--- src/rtl/top_level_pkg.sv ---
// Shared types, memory map and Hamming(16,11)+overall-parity helpers for top_level.
package top_level_pkg;

  localparam int NWORDS = 15;
  localparam int NBYTES = 32;

  // Memory map of the private data memory
  localparam logic [7:0] P1_IN  = 8'd0;
  localparam logic [7:0] P1_OUT = 8'd30;
  localparam logic [7:0] P2_IN  = 8'd64;
  localparam logic [7:0] P2_OUT = 8'd94;
  localparam logic [7:0] STR    = 8'd128;
  localparam logic [7:0] PAT    = 8'd160;
  localparam logic [7:0] RES    = 8'd192;

  typedef enum logic [4:0] {
    IDLE,
    J1_RD_HI, J1_RD_LO, J1_WR_HI, J1_WR_LO,
    J2_RD_HI, J2_RD_LO, J2_WR_HI, J2_WR_LO,
    J3_LD_PAT, J3_SCAN, J3_WR192, J3_WR193, J3_WR194,
    DONE
  } state_t;

  typedef enum logic [1:0] {
    JOB_ENC = 2'd1,
    JOB_DEC = 2'd2,
    JOB_PAT = 2'd3
  } job_t;

  // Round-robin successor: 1 -> 2 -> 3 -> 1
  function automatic job_t next_job(input job_t j);
    case (j)
      JOB_ENC: return JOB_DEC;
      JOB_DEC: return JOB_PAT;
      default: return JOB_ENC;
    endcase
  endfunction

  // Codeword layout [15:0] = d11 d10 d9 d8 d7 d6 d5 p8 d4 d3 d2 p4 d1 p2 p1 p16
  function automatic logic [15:0] ham_encode(input logic [10:0] d);
    logic [15:0] cw;
    cw        = '0;
    cw[3]     = d[0];
    cw[7:5]   = d[3:1];
    cw[15:9]  = d[10:4];
    cw[1]     = cw[3] ^ cw[5] ^ cw[7] ^ cw[9]  ^ cw[11] ^ cw[13] ^ cw[15];
    cw[2]     = cw[3] ^ cw[6] ^ cw[7] ^ cw[10] ^ cw[11] ^ cw[14] ^ cw[15];
    cw[4]     = cw[5] ^ cw[6] ^ cw[7] ^ cw[12] ^ cw[13] ^ cw[14] ^ cw[15];
    cw[8]     = ^cw[15:9];
    cw[0]     = ^cw[15:1];
    return cw;
  endfunction

  // XOR of the indices of all set bits 15:1; bit 0 (overall parity) never contributes
  function automatic logic [3:0] ham_syndrome(input logic [15:0] cw);
    logic [3:0] syn;
    syn[0] = ^(cw & 16'hAAAA);
    syn[1] = ^(cw & 16'hCCCC);
    syn[2] = ^(cw & 16'hF0F0);
    syn[3] = ^(cw & 16'hFF00);
    return syn;
  endfunction

  // Single-error correction followed by data extraction (d11..d1 -> [10:0])
  function automatic logic [10:0] ham_decode(input logic [15:0] cw);
    logic [3:0]  syn;
    logic [15:0] fix;
    syn = ham_syndrome(cw);
    fix = cw;
    if (syn != 4'd0) begin
      fix = cw ^ (16'd1 << syn);
    end
    return {fix[15:9], fix[7:5], fix[3]};
  endfunction

endpackage

--- src/rtl/top_level_data_mem.sv ---
// 256x8 single-port data memory: combinational read, synchronous write, never cleared.
module data_mem (
  input  logic       clk,
  input  logic       we,
  input  logic [7:0] addr,
  input  logic [7:0] wdata,
  output logic [7:0] rdata
);

  logic [7:0] core [0:255];

  // Synchronous write port
  always_ff @(posedge clk) begin
    if (we) begin
      core[addr] <= wdata;
    end
  end

  assign rdata = core[addr];

endmodule

--- src/rtl/top_level.sv ---
// Job engine: round-robin Hamming encode, Hamming decode and 5-bit pattern counting over
// a private data memory, one memory access per cycle, req/ack handshake.
module top_level
  import top_level_pkg::*;
(
  input  logic clk,
  input  logic reset,
  input  logic req,
  output logic ack
);

  state_t      state_reg, state_next;
  job_t        job_reg, job_next;
  logic [4:0]  idx_reg, idx_next;
  logic [7:0]  hi_reg, hi_next;
  logic [7:0]  lo_reg, lo_next;
  logic [4:0]  pat_reg, pat_next;
  logic [7:0]  prev_reg, prev_next;
  logic [7:0]  cnt_match_reg, cnt_match_next;
  logic [7:0]  cnt_bytes_reg, cnt_bytes_next;
  logic [7:0]  cnt_win_reg, cnt_win_next;
  logic        ack_reg, ack_next;

  logic        mem_we;
  logic [7:0]  mem_addr;
  logic [7:0]  mem_wdata;
  logic [7:0]  mem_rdata;

  logic [7:0]  word_off;
  logic [15:0] enc_cw;
  logic [10:0] dec_data;
  logic        last_word;
  logic        last_byte;
  logic [15:0] scan_window;
  logic [7:0]  scan_match;
  logic [7:0]  byte_hits;
  logic [7:0]  cross_hits;

  data_mem data_mem1 (
    .clk   (clk),
    .we    (mem_we),
    .addr  (mem_addr),
    .wdata (mem_wdata),
    .rdata (mem_rdata)
  );

  assign ack       = ack_reg;
  assign word_off  = {2'b00, idx_reg, 1'b0};
  assign enc_cw    = ham_encode({hi_reg[2:0], lo_reg});
  assign dec_data  = ham_decode({hi_reg, lo_reg});
  assign last_word = (idx_reg == 5'(NWORDS - 1));
  assign last_byte = (idx_reg == 5'(NBYTES - 1));

  // Previous byte sits above the current one, so windows 0..3 lie inside the current
  // byte and windows 4..7 straddle the byte boundary.
  assign scan_window = {prev_reg, mem_rdata};

  for (genvar gi = 0; gi < 8; gi++) begin : g_win
    assign scan_match[gi] = (scan_window[gi +: 5] == pat_reg);
  end

  assign byte_hits  = 8'(scan_match[0]) + 8'(scan_match[1]) +
                      8'(scan_match[2]) + 8'(scan_match[3]);
  assign cross_hits = 8'(scan_match[4]) + 8'(scan_match[5]) +
                      8'(scan_match[6]) + 8'(scan_match[7]);

  // Memory address and write data for the current state
  always_comb begin
    mem_addr  = '0;
    mem_we    = 1'b0;
    mem_wdata = '0;
    case (state_reg)
      J1_RD_HI:  mem_addr = P1_IN + word_off + 8'd1;
      J1_RD_LO:  mem_addr = P1_IN + word_off;
      J1_WR_HI: begin
        mem_addr  = P1_OUT + word_off + 8'd1;
        mem_we    = 1'b1;
        mem_wdata = enc_cw[15:8];
      end
      J1_WR_LO: begin
        mem_addr  = P1_OUT + word_off;
        mem_we    = 1'b1;
        mem_wdata = enc_cw[7:0];
      end
      J2_RD_HI:  mem_addr = P2_IN + word_off + 8'd1;
      J2_RD_LO:  mem_addr = P2_IN + word_off;
      J2_WR_HI: begin
        mem_addr  = P2_OUT + word_off + 8'd1;
        mem_we    = 1'b1;
        mem_wdata = {5'b00000, dec_data[10:8]};
      end
      J2_WR_LO: begin
        mem_addr  = P2_OUT + word_off;
        mem_we    = 1'b1;
        mem_wdata = dec_data[7:0];
      end
      J3_LD_PAT: mem_addr = PAT;
      J3_SCAN:   mem_addr = STR + {3'b000, idx_reg};
      J3_WR192: begin
        mem_addr  = RES;
        mem_we    = 1'b1;
        mem_wdata = cnt_match_reg;
      end
      J3_WR193: begin
        mem_addr  = RES + 8'd1;
        mem_we    = 1'b1;
        mem_wdata = cnt_bytes_reg;
      end
      J3_WR194: begin
        mem_addr  = RES + 8'd2;
        mem_we    = 1'b1;
        mem_wdata = cnt_win_reg;
      end
      default: ;
    endcase
  end

  // Next-state and datapath updates
  always_comb begin
    state_next     = state_reg;
    job_next       = job_reg;
    idx_next       = idx_reg;
    hi_next        = hi_reg;
    lo_next        = lo_reg;
    pat_next       = pat_reg;
    prev_next      = prev_reg;
    cnt_match_next = cnt_match_reg;
    cnt_bytes_next = cnt_bytes_reg;
    cnt_win_next   = cnt_win_reg;
    ack_next       = ack_reg;
    case (state_reg)
      IDLE: begin
        if (req) begin
          ack_next       = 1'b0;
          idx_next       = '0;
          prev_next      = '0;
          cnt_match_next = '0;
          cnt_bytes_next = '0;
          cnt_win_next   = '0;
          case (job_reg)
            JOB_ENC: state_next = J1_RD_HI;
            JOB_DEC: state_next = J2_RD_HI;
            default: state_next = J3_LD_PAT;
          endcase
        end
      end
      J1_RD_HI: begin
        hi_next    = mem_rdata;
        state_next = J1_RD_LO;
      end
      J1_RD_LO: begin
        lo_next    = mem_rdata;
        state_next = J1_WR_HI;
      end
      J1_WR_HI: state_next = J1_WR_LO;
      J1_WR_LO: begin
        if (last_word) begin
          idx_next   = '0;
          ack_next   = 1'b1;
          job_next   = next_job(job_reg);
          state_next = DONE;
        end else begin
          idx_next   = idx_reg + 5'd1;
          state_next = J1_RD_HI;
        end
      end
      J2_RD_HI: begin
        hi_next    = mem_rdata;
        state_next = J2_RD_LO;
      end
      J2_RD_LO: begin
        lo_next    = mem_rdata;
        state_next = J2_WR_HI;
      end
      J2_WR_HI: state_next = J2_WR_LO;
      J2_WR_LO: begin
        if (last_word) begin
          idx_next   = '0;
          ack_next   = 1'b1;
          job_next   = next_job(job_reg);
          state_next = DONE;
        end else begin
          idx_next   = idx_reg + 5'd1;
          state_next = J2_RD_HI;
        end
      end
      J3_LD_PAT: begin
        pat_next   = mem_rdata[4:0];
        state_next = J3_SCAN;
      end
      J3_SCAN: begin
        cnt_match_next = cnt_match_reg + byte_hits;
        if (byte_hits != 8'd0) begin
          cnt_bytes_next = cnt_bytes_reg + 8'd1;
        end
        // The first byte has no predecessor, so it contributes no straddling windows
        cnt_win_next = cnt_win_reg + byte_hits + ((idx_reg != 5'd0) ? cross_hits : 8'd0);
        prev_next    = mem_rdata;
        if (last_byte) begin
          idx_next   = '0;
          state_next = J3_WR192;
        end else begin
          idx_next   = idx_reg + 5'd1;
        end
      end
      J3_WR192: state_next = J3_WR193;
      J3_WR193: state_next = J3_WR194;
      J3_WR194: begin
        ack_next   = 1'b1;
        job_next   = next_job(job_reg);
        state_next = DONE;
      end
      default: state_next = IDLE;
    endcase
  end

  // State and datapath registers; memory contents survive reset
  always_ff @(posedge clk or negedge reset) begin
    if (!reset) begin
      state_reg     <= IDLE;
      job_reg       <= JOB_ENC;
      idx_reg       <= '0;
      hi_reg        <= '0;
      lo_reg        <= '0;
      pat_reg       <= '0;
      prev_reg      <= '0;
      cnt_match_reg <= '0;
      cnt_bytes_reg <= '0;
      cnt_win_reg   <= '0;
      ack_reg       <= 1'b0;
    end else begin
      state_reg     <= state_next;
      job_reg       <= job_next;
      idx_reg       <= idx_next;
      hi_reg        <= hi_next;
      lo_reg        <= lo_next;
      pat_reg       <= pat_next;
      prev_reg      <= prev_next;
      cnt_match_reg <= cnt_match_next;
      cnt_bytes_reg <= cnt_bytes_next;
      cnt_win_reg   <= cnt_win_next;
      ack_reg       <= ack_next;
    end
  end

endmodule

--- config.mk ---
export PLATFORM = sky130hd
export DESIGN_NAME = top_level
export DESIGN_NICKNAME = d
export VERILOG_FILES = /design/src/rtl/top_level_pkg.sv /design/src/rtl/top_level_data_mem.sv /design/src/rtl/top_level.sv
export SDC_FILE = /design/constraint.sdc
export NUM_CORES = 1
export LEC_CHECK = 0
export BUFFER_PORTS_ARGS = -buffer_cell sky130_fd_sc_hd__buf_2
export CORE_MARGIN = 2
export CORE_UTILIZATION = 57
export DETAILED_ROUTE_END_ITERATION = 16
export PLACE_DENSITY = 0.86
export SYNTH_ARGS = -nofsm -noshare
export SYNTH_HDL_FRONTEND = slang
export SYNTH_SLANG_ARGS = --single-unit
--- constraint.sdc ---
create_clock -name clk -period 2.1 [get_ports clk]
set_input_delay 0.315 -clock clk [delete_from_list [all_inputs] [get_ports clk]]
set_output_delay 0.315 -clock clk [all_outputs]
set_load 0.02 [all_outputs]
Word-level counts from Yosys, hierarchy flattened
Cells that the tools add are included.
{"block": "totals", "reg_bits": 13, "in_bits": 3, "out_inout_bits": 1, "word_cells": 50}
{"block": "op_classes", "addsub": 1, "eq_ne": 20, "mux": 16, "reduce_logical": 9}
{"cell": "5-bit case mux with 14 select lines", "count": 1}
{"cell": "5-bit by 4-bit equality test with 1-bit output (second input constant)", "count": 7}
{"cell": "5-bit 2-to-1 mux", "count": 5}
{"cell": "5-bit by 3-bit equality test with 1-bit output (second input constant)", "count": 4}
{"cell": "5-bit case mux with 3 select lines", "count": 1}
{"cell": "5-bit by 2-bit equality test with 1-bit output (second input constant)", "count": 2}
{"cell": "4-bit 2-to-1 mux", "count": 2}
{"cell": "2-bit case mux with 2 select lines", "count": 2}
{"cell": "4-bit case mux with 2 select lines", "count": 1}
{"cell": "2-bit AND reduction", "count": 3}
{"cell": "3-bit nonzero test", "count": 2}
{"cell": "5-bit by 1-bit adder with 5-bit output (second input constant)", "count": 1}
{"cell": "5-bit by 1-bit equality test with 1-bit output (second input constant)", "count": 1}
{"cell": "5-bit equality test (second input constant)", "count": 1}
{"cell": "5-bit zero test", "count": 1}
{"cell": "2-bit != test (second input constant)", "count": 2}
{"cell": "1-bit case mux with 3 select lines", "count": 1}
{"cell": "3-bit AND reduction", "count": 1}
{"cell": "2-bit by 1-bit equality test with 1-bit output (second input constant)", "count": 1}
{"cell": "2-bit equality test (second input constant)", "count": 1}
{"cell": "1-bit 2-to-1 mux", "count": 2}
{"cell": "2-bit 2-to-1 mux", "count": 1}
{"cell": "2-bit by 1-bit != test with 1-bit output (second input constant)", "count": 1}
{"cell": "2-bit nonzero test", "count": 1}
{"cell": "2-bit OR reduction", "count": 1}

Logic depth before layout (Yosys ltp)
{"block": "logic_depth", "ltp_word": 4, "mapped_depth": 7, "mapped_depth_nobuf": 7}

Least setup slack after synthesis
OpenSTA, ideal clock, no wires.
{"block": "synth_path", "path_type": "register -> register", "start": "register idx_reg[0]", "end": "register idx_reg[1]", "setup_time_ns": 0.104, "arrival_time_ns": 1.776, "required_time_ns": 1.996, "path_slack_ns": 0.220, "stages_incl_launch_ff": 8, "path_buffers": 0, "synth_period_minus_slack_ns": 1.880, "path_cell_list": "dfrtp_1 -> ha_1 -> and3_1 -> ha_1 -> nand3b_1 -> o32a_1 -> or2_1 -> o41ai_2"}
{"block": "synth_between", "elab_chain_len": 3, "elab_cells_between_ends": 6}
{"element": "start, declared", "line": "top_level.sv:14", "rtl": "logic [4:0] idx_reg, idx_next;"}
{"element": "start signal, assigned", "line": "top_level.sv:234", "rtl": "idx_reg <= idx_next;"}
{"element": "5-bit by 1-bit adder with 5-bit output (tied with other cells)", "line": "top_level.sv:163, top_level.sv:183, top_level.sv:203"}
{"element": "5-bit 2-to-1 mux (on tied branches)", "line": "top_level.sv:199, top_level.sv:157, top_level.sv:177"}
{"element": "5-bit case mux with 3 select lines *", "line": "top_level.sv:131", "rtl": "case (state_reg)"}
Every way passes the cells marked *; elsewhere a longest branch is shown, timed or not.
A chain may end at the register's enable or synchronous reset.

Final worst setup path
{"block": "layout_path", "start": "register idx_reg[0]", "end": "register state_reg[3]"}
{"block": "layout_between", "elab_chain_len": 3, "elab_cells_between_ends": 7}
{"element": "5-bit by 4-bit equality test with 1-bit output / 5-bit equality test (equally long branches)", "line": "top_level.sv:51, top_level.sv:52"}
{"element": "4-bit 2-to-1 mux (tied with other cells)", "line": "top_level.sv:177", "rtl": "if (last_word) begin"}
{"element": "5-bit case mux with 14 select lines / 2-bit AND reduction (equally long branches)"}
{"element": "end signal, assigned", "line": "top_level.sv:232", "rtl": "state_reg <= state_next;"}
{"element": "end, declared", "line": "top_level.sv:12", "rtl": "state_t state_reg, state_next;"}
Parallel ways exist; a longest one is shown, timed or not.

==> out/summary.txt <==
Worst path slowest cell: dfrtp_1
Synthesized net count: 95
CP cell instances: ha_1, and3_1, ha_1, nand3b_1, a21boi_0, o21ai_0, o32ai_1
Per-instance average area after synthesis: 9.05 um2
Most frequently used flop master after synthesis: dfrtp_1
Die width: 41.2 um
Register-to-register setup slack: 0.1 ns
Global route overflow: 0
Later-pin clock latency in the skew report: 0.28 ns
Number of inserted filler cells in the final layout: 98
Proportion of layout cells with a drive suffix above 1: 0.160
Worst hold start: req
Number of pins exceeding their max-slew limit in the final report: 0
Antenna viol nets, final: 0
Cell with the most instances on the worst path: ha_1
Stage delay of the slowest cell on the critical path: 0.43 ns
Area growth from synthesis to layout: 10.5%
Critical Setup Path Class: flop to flop
Total Negative Setup Slacks: 0 ns
Worst slew margin: 0.579
Post-layout net count: 103
Vertical extent of the die: 41.2 um
Category of the worst setup path capture point: flop
Wire length of the first global-routing pass: 2560 um
Worst reg-to-reg path cell count: 7
Maximum vdd drop: 691 uV
Via count of the routed design: 691
Number of standard cells in the layout, taps in and fillers out: 109
Unrepaired setup endpoints after global routing: no
Core area: 1300 um2
Area enclosed by the die boundary: 1690 um2
Start of the worst register-to-register path: idx_reg[0]
Pin count of the biggest net entering global routing: 14
Count of synthesis-stage warnings from yosys: 0
Fraction of registers with async set/reset: 1.00
Number of placed instances with taps included: 104
Total of endpoints with negative setup slack in the final report: 0
Max cap viols: 0
Worst hold-check path type: input port to flop
Synthesized instance count: 87
Number of enable flip-flop cells after synthesis: 0
Worst hold slack: 0.369 ns
Setup crit start kind: flop
Clock tree from TritonCTS: yes
Total non-filler cell area in the finished layout: 870 um2
Root buffer cell: clkbuf_4
Worst clock skew on the final layout: 0.00417 ns
Setup slack after layout: 0.0998 ns
Leakage power summed over all cells: 0.415 nW
Routability congestion estimate: 0.771
Post-Place Setup Slack: 0.101 ns
Flip-flop count of the largest register after layout: 5
Vias in the first global route: 609
Clock sink count: 12
Min cycle time layout: 2.00 ns
Part of the Yosys area used for sequential elements: 0.383
GRT Overall Usage: 0.240
Endpoint arrival time on the critical path: 2.15 ns
Initial drt markers: 40
Netlist Area Pre-Place: 787 um2
Initial DRT Pass Iterations: 4
Reg-to-reg critical path endpoint: state_reg[3]
Data required time at the worst endpoint: 2.25 ns
Deepest clock path buffer count: 2
Count of final hold-check violations: 0
Number of buffers added by the clock tree synthesis step: 3
Post-CTS Setup Bufs: 0
Worst Hold End: ack
Routed WL per cell: 15.7 um
Clock input transition at the sequential cells of the worst setup and hold paths: 0.08 ns
Share of the cycle needed by the critical path after routing: 0.952
Antenna violations before repair: 0
CTS HTree Levels: 1
Final Routed Wirelength: 1710 um
Final Power: 1.16 mW
Number of unique standard cell types used by synthesis: 39
Placement row count: 13
Total power per unit cell area: 1340 nW/um2
Routed vias/inst: 6.34
Input/output buffers: 3
Finished Core Util: 0.668
Min-Delay Path Depth: 4
Result of the run: completed
Transition at the pin with the smallest max-transition slack: 0.625 ns
Upper clock frequency limit: 500 MHz
Number of flip-flops and latches in the synthesized netlist: 12
Antenna diode instance count: 0
Instance area after placement: 831 um2
HPWL Detailed: 1260 um
Critical path peak fanout: 5
Number of ports placed on the die boundary: 4
Residual DRC count: 0
Starting density of the core: 0.605
worst max-delay path: cells and delay by family (launching register included):
family | cells | cell delay (ns)
flops | 1 | 0.43
compound gates | 3 | 0.68
simple gates | 2 | 0.35
fa+ha+maj | 2 | 0.41
cell type report:
class | instances | area [um2] | share of cell area
Multi-Input combinational cell | 66 | 453 | 0.521
Clock buffer | 4 | 26.3 | 0.0302
Sequential cell | 12 | 302 | 0.347
Inverter | 4 | 15.0 | 0.0173
Timing Repair Buffer | 8 | 55.1 | 0.0633
Tap cell | 15 | 18.8 | 0.0216
power by group:
group / switching [mW] / leakage, nW / internal [mW]
Sequential: 0.0810 / 0.155 / 0.314
Combinational: 0.346 / 0.245 / 0.259
Clock: 0.0874 / 0.0150 / 0.0738
Total: 0.514 / 0.415 / 0.647
timing repair:
| action | 4_1_cts | 5_1_grt |
|---|---|---|
| hold buffers | 1 | 0 |
| setup endpoints to repair | 0 | 1 |
| gates resized for setup | 0 | 1 |
| endpoints found under the hold margin | 11 | 0 |
how the worst max path moves through the flow:
stage	startpoint	to	slack [ns]
finish	idx_reg[0]	state_reg[3]	0.1
global route	idx_reg[0]	idx_reg[1]	0.02
CTS	idx_reg[0]	idx_reg[1]	0.09
detailed placement	idx_reg[0]	idx_reg[1]	0.10
global placement	idx_reg[0]	idx_reg[1]	0.16
floorplan	idx_reg[0]	idx_reg[1]	0.22
cell usage after synthesis, types with 2 or more instances:
library cell  instances  area [um2]
ha_1                  5        62.6
nor2b_1               3        18.8
nand2_1               9        33.8
nor3b_1               2        15.0
xor2_1                2        17.5
clkbuf_1              3        11.3
nor2_1                7        26.3
inv_1                 4        15.0
nand3_1               4        20.0
o21ai_0               8        40.0
mux2i_1               2        20.0
dfrtp_1              11         275
kinds of logic after synthesis:
family                   synth area share
multiplexers                       0.0397
AO/OA/AOI/OAI                       0.192
flip-flops                          0.383
XOR/XNOR                           0.0334
buffers and inverters              0.0445
AND/OR/NAND/NOR                     0.227
adder cells (fa/ha/maj)            0.0795
layer usage:
layer	up-vias	global-route usage	wire length, um
li1	326	-	-
met1	327	0.277	722
met2	33	0.414	815
met3	5	0.0326	130
met4	0	0.145	44
met5	-	0	0
placed cells by master (no fill, tap or decap), drive strengths merged, types with 2 or more instances in the layout:
| cell | synthesis | layout |
|---|---|---|
| nand2 | 9 | 9 |
| buf | 2 | 7 |
| nor2 | 7 | 7 |
| mux2i | 2 | 2 |
| nor2b | 3 | 3 |
| o21ai | 9 | 9 |
| ha | 5 | 5 |
| nand3 | 4 | 4 |
| inv | 4 | 4 |
| nor3b | 2 | 2 |
| xor2 | 2 | 2 |
| dfrtp | 11 | 11 |
| clkbuf | 3 | 4 |
Note: power is estimated with default switching activity, not from simulation.
